File: src/rtl/ntcrack_pkg.sv
// ntcrack_pkg: definitions shared across the NT-hash cracker.
//   HASH_W             - width of an MD4/NT hash in bits
//   DEFAULT_HASH_COUNT - default number of target-hash slots (shared with cracker top)
//   state_t            - hash_store_matcher controller states
//   idx_width()        - slot index width for a given slot count (never below 1)
package ntcrack_pkg;

  localparam int HASH_W             = 128;
  localparam int DEFAULT_HASH_COUNT = 8;

  typedef enum logic [1:0] {
    IDLE,
    STORE,
    SCAN
  } state_t;

  function automatic int idx_width(input int n);
    return (n > 1) ? $clog2(n) : 1;
  endfunction

endpackage

File: src/rtl/hash_store_matcher_if.sv
// hash_store_matcher_if: request/result bundle between the cracker controller
// (master) and the target-hash store/matcher (slave).
//   newrdy, checkrdy  master->slave  store / check request levels
//   hash              master->slave  hash to store or check
//   resultrdy         slave->master  1 = idle / last operation complete
//   matchfound        slave->master  result of last check
//   match_index       slave->master  lowest matching slot
//   count, full       slave->master  table occupancy
//   overflow          slave->master  sticky: store attempted while full
//   req_dropped       slave->master  sticky: request edge ignored
interface hash_store_matcher_if #(
  parameter int HASH_COUNT = ntcrack_pkg::DEFAULT_HASH_COUNT,
  parameter int HASH_W     = ntcrack_pkg::HASH_W
);
  import ntcrack_pkg::*;

  localparam int IDX_W = idx_width(HASH_COUNT);

  logic              newrdy;
  logic              checkrdy;
  logic [HASH_W-1:0] hash;
  logic              resultrdy;
  logic              matchfound;
  logic [IDX_W-1:0]  match_index;
  logic [IDX_W:0]    count;
  logic              full;
  logic              overflow;
  logic              req_dropped;

  modport master (
    output newrdy, checkrdy, hash,
    input  resultrdy, matchfound, match_index, count, full, overflow, req_dropped
  );

  modport slave (
    input  newrdy, checkrdy, hash,
    output resultrdy, matchfound, match_index, count, full, overflow, req_dropped
  );

endinterface

File: src/rtl/rise_detect.sv
// rise_detect: registered previous sample of a level input; rise is high
// while the current level is 1 and the previous clock's sample was 0.
//   clk   in  system clock
//   reset in  asynchronous active-high reset (history cleared to 0)
//   d     in  level to watch
//   rise  out d & ~previous(d)
module rise_detect (
  input  logic clk,
  input  logic reset,
  input  logic d,
  output logic rise
);

  logic d_prev;

  always_ff @(posedge clk or posedge reset) begin
    if (reset) d_prev <= 1'b0;
    else       d_prev <= d;
  end

  assign rise = d & ~d_prev;

endmodule

File: src/rtl/hash_store_matcher.sv
// hash_store_matcher: target-hash table and comparator behind the MD4 block.
// A rising newrdy appends the presented hash to the table; a rising checkrdy
// scans stored slots one per cycle (lowest index first) and reports hit/miss.
//   clk    in  system clock, rising edge
//   reset  in  asynchronous active-high reset; empties the table
//   bus    slave modport of hash_store_matcher_if (requests, hash, results)
module hash_store_matcher #(
  parameter int HASH_COUNT = ntcrack_pkg::DEFAULT_HASH_COUNT,
  parameter int HASH_W     = ntcrack_pkg::HASH_W
) (
  input logic                 clk,
  input logic                 reset,
  hash_store_matcher_if.slave bus
);
  import ntcrack_pkg::*;

  localparam int             IDX_W    = idx_width(HASH_COUNT);
  localparam logic [IDX_W:0] FULL_CNT = (IDX_W+1)'(HASH_COUNT);
  localparam logic [IDX_W:0] CNT_ONE  = (IDX_W+1)'(1);

  state_t            state;
  logic              new_rise;
  logic              chk_rise;
  logic [HASH_W-1:0] slots [HASH_COUNT];
  logic [IDX_W-1:0]  idx;
  logic [IDX_W:0]    count_r;
  logic              resultrdy_r;
  logic              matchfound_r;
  logic [IDX_W-1:0]  match_index_r;
  logic              overflow_r;
  logic              req_dropped_r;
  logic              last_slot;

  rise_detect u_new_rise (.clk(clk), .reset(reset), .d(bus.newrdy),   .rise(new_rise));
  rise_detect u_chk_rise (.clk(clk), .reset(reset), .d(bus.checkrdy), .rise(chk_rise));

  // Only meaningful when count_r != 0; the SCAN branch checks that first.
  assign last_slot = ({1'b0, idx} == (count_r - CNT_ONE));

  always_ff @(posedge clk or posedge reset) begin
    if (reset) begin
      state         <= IDLE;
      idx           <= '0;
      count_r       <= '0;
      resultrdy_r   <= 1'b1;
      matchfound_r  <= 1'b0;
      match_index_r <= '0;
      overflow_r    <= 1'b0;
      req_dropped_r <= 1'b0;
      for (int i = 0; i < HASH_COUNT; i++) slots[i] <= '0;
    end else begin
      case (state)
        IDLE: begin
          if (new_rise) begin
            // Store wins a simultaneous pair; the check is discarded.
            resultrdy_r  <= 1'b0;
            matchfound_r <= 1'b0;
            state        <= STORE;
            if (chk_rise) req_dropped_r <= 1'b1;
          end else if (chk_rise) begin
            // An empty table still passes through SCAN for one edge so the
            // miss is reported at E+1 like any other completion.
            resultrdy_r  <= 1'b0;
            matchfound_r <= 1'b0;
            idx          <= '0;
            state        <= SCAN;
          end
        end
        STORE: begin
          if (new_rise || chk_rise) req_dropped_r <= 1'b1;
          if (count_r < FULL_CNT) begin
            slots[count_r[IDX_W-1:0]] <= bus.hash;
            count_r                   <= count_r + CNT_ONE;
          end else begin
            overflow_r <= 1'b1;
          end
          resultrdy_r <= 1'b1;
          state       <= IDLE;
        end
        SCAN: begin
          if (new_rise || chk_rise) req_dropped_r <= 1'b1;
          if (count_r == '0) begin
            matchfound_r <= 1'b0;
            resultrdy_r  <= 1'b1;
            state        <= IDLE;
          end else if (slots[idx] == bus.hash) begin
            matchfound_r  <= 1'b1;
            match_index_r <= idx;
            resultrdy_r   <= 1'b1;
            state         <= IDLE;
          end else if (last_slot) begin
            matchfound_r <= 1'b0;
            resultrdy_r  <= 1'b1;
            state        <= IDLE;
          end else begin
            idx <= idx + 1'b1;
          end
        end
        default: state <= IDLE;
      endcase
    end
  end

  assign bus.resultrdy   = resultrdy_r;
  assign bus.matchfound  = matchfound_r;
  assign bus.match_index = match_index_r;
  assign bus.count       = count_r;
  assign bus.full        = (count_r == FULL_CNT);
  assign bus.overflow    = overflow_r;
  assign bus.req_dropped = req_dropped_r;

endmodule

File: src/flat_wrapper.sv
// flat-port wrapper written by rule: the top's interface ports become plain ports
module hash_store_matcher_flat import ntcrack_pkg::*;
#(
  parameter int HASH_COUNT = ntcrack_pkg::DEFAULT_HASH_COUNT,
  parameter int HASH_W     = ntcrack_pkg::HASH_W
)
  (clk, reset, bus_newrdy, bus_checkrdy, bus_hash, bus_resultrdy, bus_matchfound, bus_match_index, bus_count, bus_full, bus_overflow, bus_req_dropped);
  hash_store_matcher_if #(.HASH_COUNT(HASH_COUNT), .HASH_W(HASH_W)) bus_i ();
  input logic clk;
  input logic reset;
  input wire logic [$bits(bus_i.newrdy)-1:0] bus_newrdy;
  input wire logic [$bits(bus_i.checkrdy)-1:0] bus_checkrdy;
  input wire logic [$bits(bus_i.hash)-1:0] bus_hash;
  output wire logic [$bits(bus_i.resultrdy)-1:0] bus_resultrdy;
  output wire logic [$bits(bus_i.matchfound)-1:0] bus_matchfound;
  output wire logic [$bits(bus_i.match_index)-1:0] bus_match_index;
  output wire logic [$bits(bus_i.count)-1:0] bus_count;
  output wire logic [$bits(bus_i.full)-1:0] bus_full;
  output wire logic [$bits(bus_i.overflow)-1:0] bus_overflow;
  output wire logic [$bits(bus_i.req_dropped)-1:0] bus_req_dropped;
  assign bus_i.newrdy = bus_newrdy;
  assign bus_i.checkrdy = bus_checkrdy;
  assign bus_i.hash = bus_hash;
  assign bus_resultrdy = bus_i.resultrdy;
  assign bus_matchfound = bus_i.matchfound;
  assign bus_match_index = bus_i.match_index;
  assign bus_count = bus_i.count;
  assign bus_full = bus_i.full;
  assign bus_overflow = bus_i.overflow;
  assign bus_req_dropped = bus_i.req_dropped;
  hash_store_matcher #(.HASH_COUNT(HASH_COUNT), .HASH_W(HASH_W)) u_core (.clk(clk), .reset(reset), .bus(bus_i));
endmodule
File: config.mk
export PLATFORM = sky130hd
export DESIGN_NAME = hash_store_matcher_flat
export DESIGN_NICKNAME = d
export VERILOG_FILES = /design/src/rtl/ntcrack_pkg.sv /design/src/rtl/hash_store_matcher_if.sv /design/src/rtl/rise_detect.sv /design/src/rtl/hash_store_matcher.sv /design/src/flat_wrapper.sv
export SDC_FILE = /design/constraint.sdc
export NUM_CORES = 2
export LEC_CHECK = 0
export CORE_ASPECT_RATIO = 2
export CORE_MARGIN = 2
export CORE_UTILIZATION = 30
export DETAILED_ROUTE_END_ITERATION = 6
export HOLD_SLACK_MARGIN = 0.08
export SYNTH_ARGS = -nofsm -noshare
export SYNTH_HDL_FRONTEND = slang
export SYNTH_SLANG_ARGS = --single-unit
File: constraint.sdc
create_clock -name clk -period 98.9 [get_ports clk]
set_input_delay 9.89 -clock clk [delete_from_list [all_inputs] [get_ports clk]]
set_output_delay 9.89 -clock clk [all_outputs]
set_load 0.02 [all_outputs]
; ---- Word level (Yosys, flattened, before mapping)
; Cells that the tools add are included.
[classes]
order_cmp = 4
eq_ne = 14
reduce_logical = 16
n_addsub = 3
mux = 32
n_bitwise = 8
[ops]
columns = cell, count
row1 = $bwmux W1024, 1
row2 = $bmux W128 S3, 1
row3 = $demux W128 S3, 1
row4 = $mux W128, 3
row5 = $eq A128 B128 Y1, 1
row6 = $mux W3, 5
row7 = $mux W1, 11
row8 = $mux W2, 5
row9 = $reduce_and A3 Y1, 3
row10 = $ge A4 B4 Y1 const B, 2
row11 = $ne A2 B2 Y1 const B, 4
row12 = $not A3 Y4, 2
row13 = $ne A2 B1 Y1 const B, 3
row14 = $pmux W3 S2, 1
row15 = $reduce_and A2 Y1, 3
row16 = $reduce_and A6 Y1, 1
row17 = $add A4 B1 Y4 const B, 1
row18 = $eq A3 B4 Y1, 1
row19 = $eq A4 B4 Y1 const B, 1
row20 = $logic_not A4 Y1, 1
row21 = $lt A4 B1 Y1 const B, 1
row22 = $lt A4 B4 Y1 const B, 1
row23 = $ne A4 B1 Y1 const B, 1
row24 = $not A1 Y1, 4
row25 = 16 further kinds, 19
[word_totals]
ff_bits = 1042
output_inout_bits = 12
input_bits = 132
elab_cells = 95

; ---- Longest topological paths before layout
[depth]
word_depth = 8
depth_mapped = 14
depth_no_buf = 10

; ---- Hierarchy
; A second synthesis with hierarchy kept.
[unflattened]
hier_cells = 3217
hier_area_um2 = 48571.6
[by_module_without_submodules]
columns = module, seq_area_each_um2, cells_each, area_per_inst_um2, instances
row1 = hash_store_matcher, 26026.2, 3211, 48486.5, 1
row2 = rise_detect, 25.0, 3, 42.5, 2

; ---- Least setup slack after synthesis
; Ideal clock, no wire load.
[synth_timing]
path_kind = input to register
start = input bus_hash[23]
end = register u_core.match_index_r[0] (netlist: u_core.bus.match_index[0])
cell_stages = 9
t_required_ns = 98.775
slack_ns = 87.051
t_arrival_ns = 11.724
setup_ns = 0.125
n_path_buf = 1
cell_sequence = buf_1 -> xnor2_1 -> a2111oi_0 -> nand3_1 -> nor3_1 -> and3_1 -> nand4_4 -> or2_4 -> mux2_4
[synth_between]
elab_chain_len = 2
[synth_rtl]
columns = element, line_no
row1 = from (decl), flat_wrapper.sv:13  ; input wire logic [$bits(bus_i.hash)-1:0] bus_hash;
row2 = $eq A128 B128 Y1, hash_store_matcher.sv:86  ; end else if (slots[idx] == bus.hash) begin
row3 = $reduce_and A3 Y1 (no line), --
row4 = to (signal assigned), hash_store_matcher.sv:88  ; match_index_r <= idx;
row5 = to (decl), hash_store_matcher.sv:29  ; logic [IDX_W-1:0] match_index_r;
; No other way between the ends.
; A chain may end at the register's enable or synchronous reset.

; ---- Worst setup path in the final report
[layout_timing]
start = input bus_hash[54]
end = register u_core.match_index_r[2] (netlist: u_core.bus.match_index[2])
; The elaborated chain is that of the path after synthesis.

==> qor.yml <==
globalRoute.totalOverflow: 0
core_area_um2: 160000
cts_buffer_depth: 3
die-width_um: 288
ys_warn_count: 0
min_path_type: "reg2reg"
end_kind: "flop"
drc: 0
port_buffers: 143
final.period_utilization_pct: 13.1
dr.pass1.iters: 5
dp_hpwl_um: 79200
drive_above_1_share_pct: 45.7
die_h_um: 572
power.leakage_nw: 22.1
synth_area_um2: 48400
grt_pass1_wl_um: 193000
final_common_cell: "mux2_2"
worst_pin_slew_ps: 1200
clk_pin_slew_worst_paths_ps: 60
cts_tree: "yes"
drt_iter0_drc: 1202
hold_ws_ps: 494
avgRoutedWirePerCell_um: 24.1
arrival_ps: 13480
synth_edf_count: 0
dieArea_um2: 165000
grt_pass1_vias: 28700
postCtsResizedCells: 0
routed-via-count: 26600
crit_type: "in2reg"
clock-sinks: 1042
place_congestion: 0.747
synth-seq-cells: 1042
cts_made_buffers: 93
drt_wl_total_um: 128000
tns_ps: 0
htreeDepth: 3
timing.fmax_mhz: 77.4
yosysUniqueCellTypes: 53
fin_crit_ps: 12910
num_rows: 208
post_cts_buffers: 0
grt.total_usage_pct: 15.6
relSlewSlack_pct: 19.1
reg2reg_slack_ps: 93320
cellPowerDensity_nw_per_um2: 30.2
finClkSkew_ps: 23.6
vdd_drop_max_mv: 0.0162
boundaryPins: 144
syn_area_per_cell_um2: 15.2
drv_cap: 0
clk_latency_ps: 680
start_util_pct: 30.2
async_reset_ff_share_pct: 100
critPathRequiredTime_ps: 99460
slew_viol_final: 0
grt_setup_unrepaired: "false"
nets: 3281
antenna_found_initial: 36
finalHoldViolations: 0
status: "finished, final reports clean"
cts_root_buf: "clkbuf_16"
cts_hold_buf: 0
synth_ff_type: "dfrtp_1"
path_max_fanout: 10
syn_to_final_growth_pct: 12.9
postRouteAntennaNets: 0
critPathLaunchType: "input port"
synth_nets: 3318
final-setup-viol-count: 0
yosysSeqAreaShare_pct: 53.9
routed_via_density: 5.01
grt_max_degree: 203
mostFrequentLayoutCells: "mux2_2, dfrtp_1, mux2i_1, mux4_2, clkdlybuf4s50_1"
synthCells: 3178
## critical path, stage by stage
cell and delay, ps:
clkdlybuf4s50_1 650, xnor2_1 400, nor4_1 1110, nand4_1 220, nor4_2 290, nand4_4 260, or2_4 350, mux2_4 300
## flip-flops by register name, summed over array words and instances (netlist names)
name                      count
u_core.bus.count              4
u_core.bus.match_index        3
u_core.bus.matchfound         1
u_core.bus.overflow           1
u_core.bus.req_dropped        1
u_core.bus.resultrdy          1
u_core.idx                    3
u_core.slots               1024
u_core.state                  2
u_core.u_chk_rise.d_prev      1
u_core.u_new_rise.d_prev      1
## metrics by stage
step / power [mW] / area [µm²] / setup WS [ps] / cells / utilization [%]
3_5_place_dp: 1.29 / 51500 / 85190 / 5146 / 32.1
4_1_cts: 1.67 / 54600 / 85930 / 5307 / 34.0
2_1_floorplan: 1.13 / 48400 / 59680 / 3178 / -
6_report: 1.65 / 54600 / 85990 / 5310 / 34.1
3_3_place_gp: 1.27 / 51500 / 85220 / 5146 / 32.1
5_1_grt: 1.74 / 54600 / 85950 / 5308 / 34.0
## cells in the mapped netlist, types with 7 or more instances
cell type | n | area share (%)
nor2b_1 | 7 | 0.091
buf_1 | 97 | 0.75
mux2_2 | 1059 | 25
dfrtp_1 | 1041 | 54
xor2_1 | 61 | 1.1
buf_6 | 21 | 0.49
mux4_2 | 185 | 8.6
mux2i_1 | 186 | 3.8
clkbuf_2 | 10 | 0.10
ha_1 | 8 | 0.21
nor4_1 | 14 | 0.18
a21oi_1 | 8 | 0.083
buf_4 | 15 | 0.23
clkbuf_1 | 143 | 1.1
a22oi_1 | 20 | 0.31
nand2_1 | 34 | 0.26
xnor2_1 | 72 | 1.3
buf_2 | 42 | 0.43
nor3_1 | 8 | 0.083
mux2_1 | 8 | 0.19
a221oi_1 | 24 | 0.43
nor2_1 | 8 | 0.062
nand2b_1 | 10 | 0.13
nand4_1 | 20 | 0.26
o22ai_1 | 25 | 0.32
## power by group
part	internal [mW]	switching, mW	total (mW)
clock	0.211	0.167	0.378
combinational	0.306	0.232	0.539
sequential	0.631	0.101	0.732
total	1.15	0.500	1.65
## final timing paths
path / from / endpoint / depth (start not counted)
max: bus_hash[54] / u_core.bus.match_index[2]$_DFFE_PP0P_ / 8
min: u_core.bus.overflow$_DFFE_PP0P_ / u_core.bus.overflow$_DFFE_PP0P_ / 1
max reg2reg: u_core.idx[2]$_DFFE_PP0P_ / u_core.bus.match_index[2]$_DFFE_PP0P_ / 12
min reg2reg: u_core.bus.overflow$_DFFE_PP0P_ / u_core.bus.overflow$_DFFE_PP0P_ / 1
max in group asynchronous: reset / u_core.slots[802]$_DFFE_PP0P_ / 4
min in group asynchronous: reset / u_core.slots[390]$_DFFE_PP0P_ / 2
## layout make-up
type / count / area (µm²)
Antenna cell: 3 / 7.51
Clock inverter: 34 / 447
Clock buffer: 127 / 2650
Tap cell: 2100 / 2630
Inverter: 5 / 26.3
Timing Repair Buffer: 196 / 1900
Fill cell: 15600 / 106000
Sequential cell: 1042 / 26100
Multi-Input combinational cell: 1803 / 20800
## routing by layer
metal / GRT usage, % / vias up / wire, µm
li1: - / 11500 / -
met1: 18.7 / 14500 / 51900
met2: 27.9 / 381 / 66400
met3: 2.81 / 205 / 4870
met4: 5.55 / 42 / 4400
met5: 0 / - / 262
## cells by family after synthesis
logic type / synth area share [%]
buffers and inverters: 3.16
XOR/XNOR: 2.41
flip-flops: 53.9
multiplexers: 37.4
AO/OA/AOI/OAI: 1.47
adder cells (fa/ha/maj): 0.207
AND/OR/NAND/NOR: 1.45
Note: power is estimated with default switching activity, not from simulation.
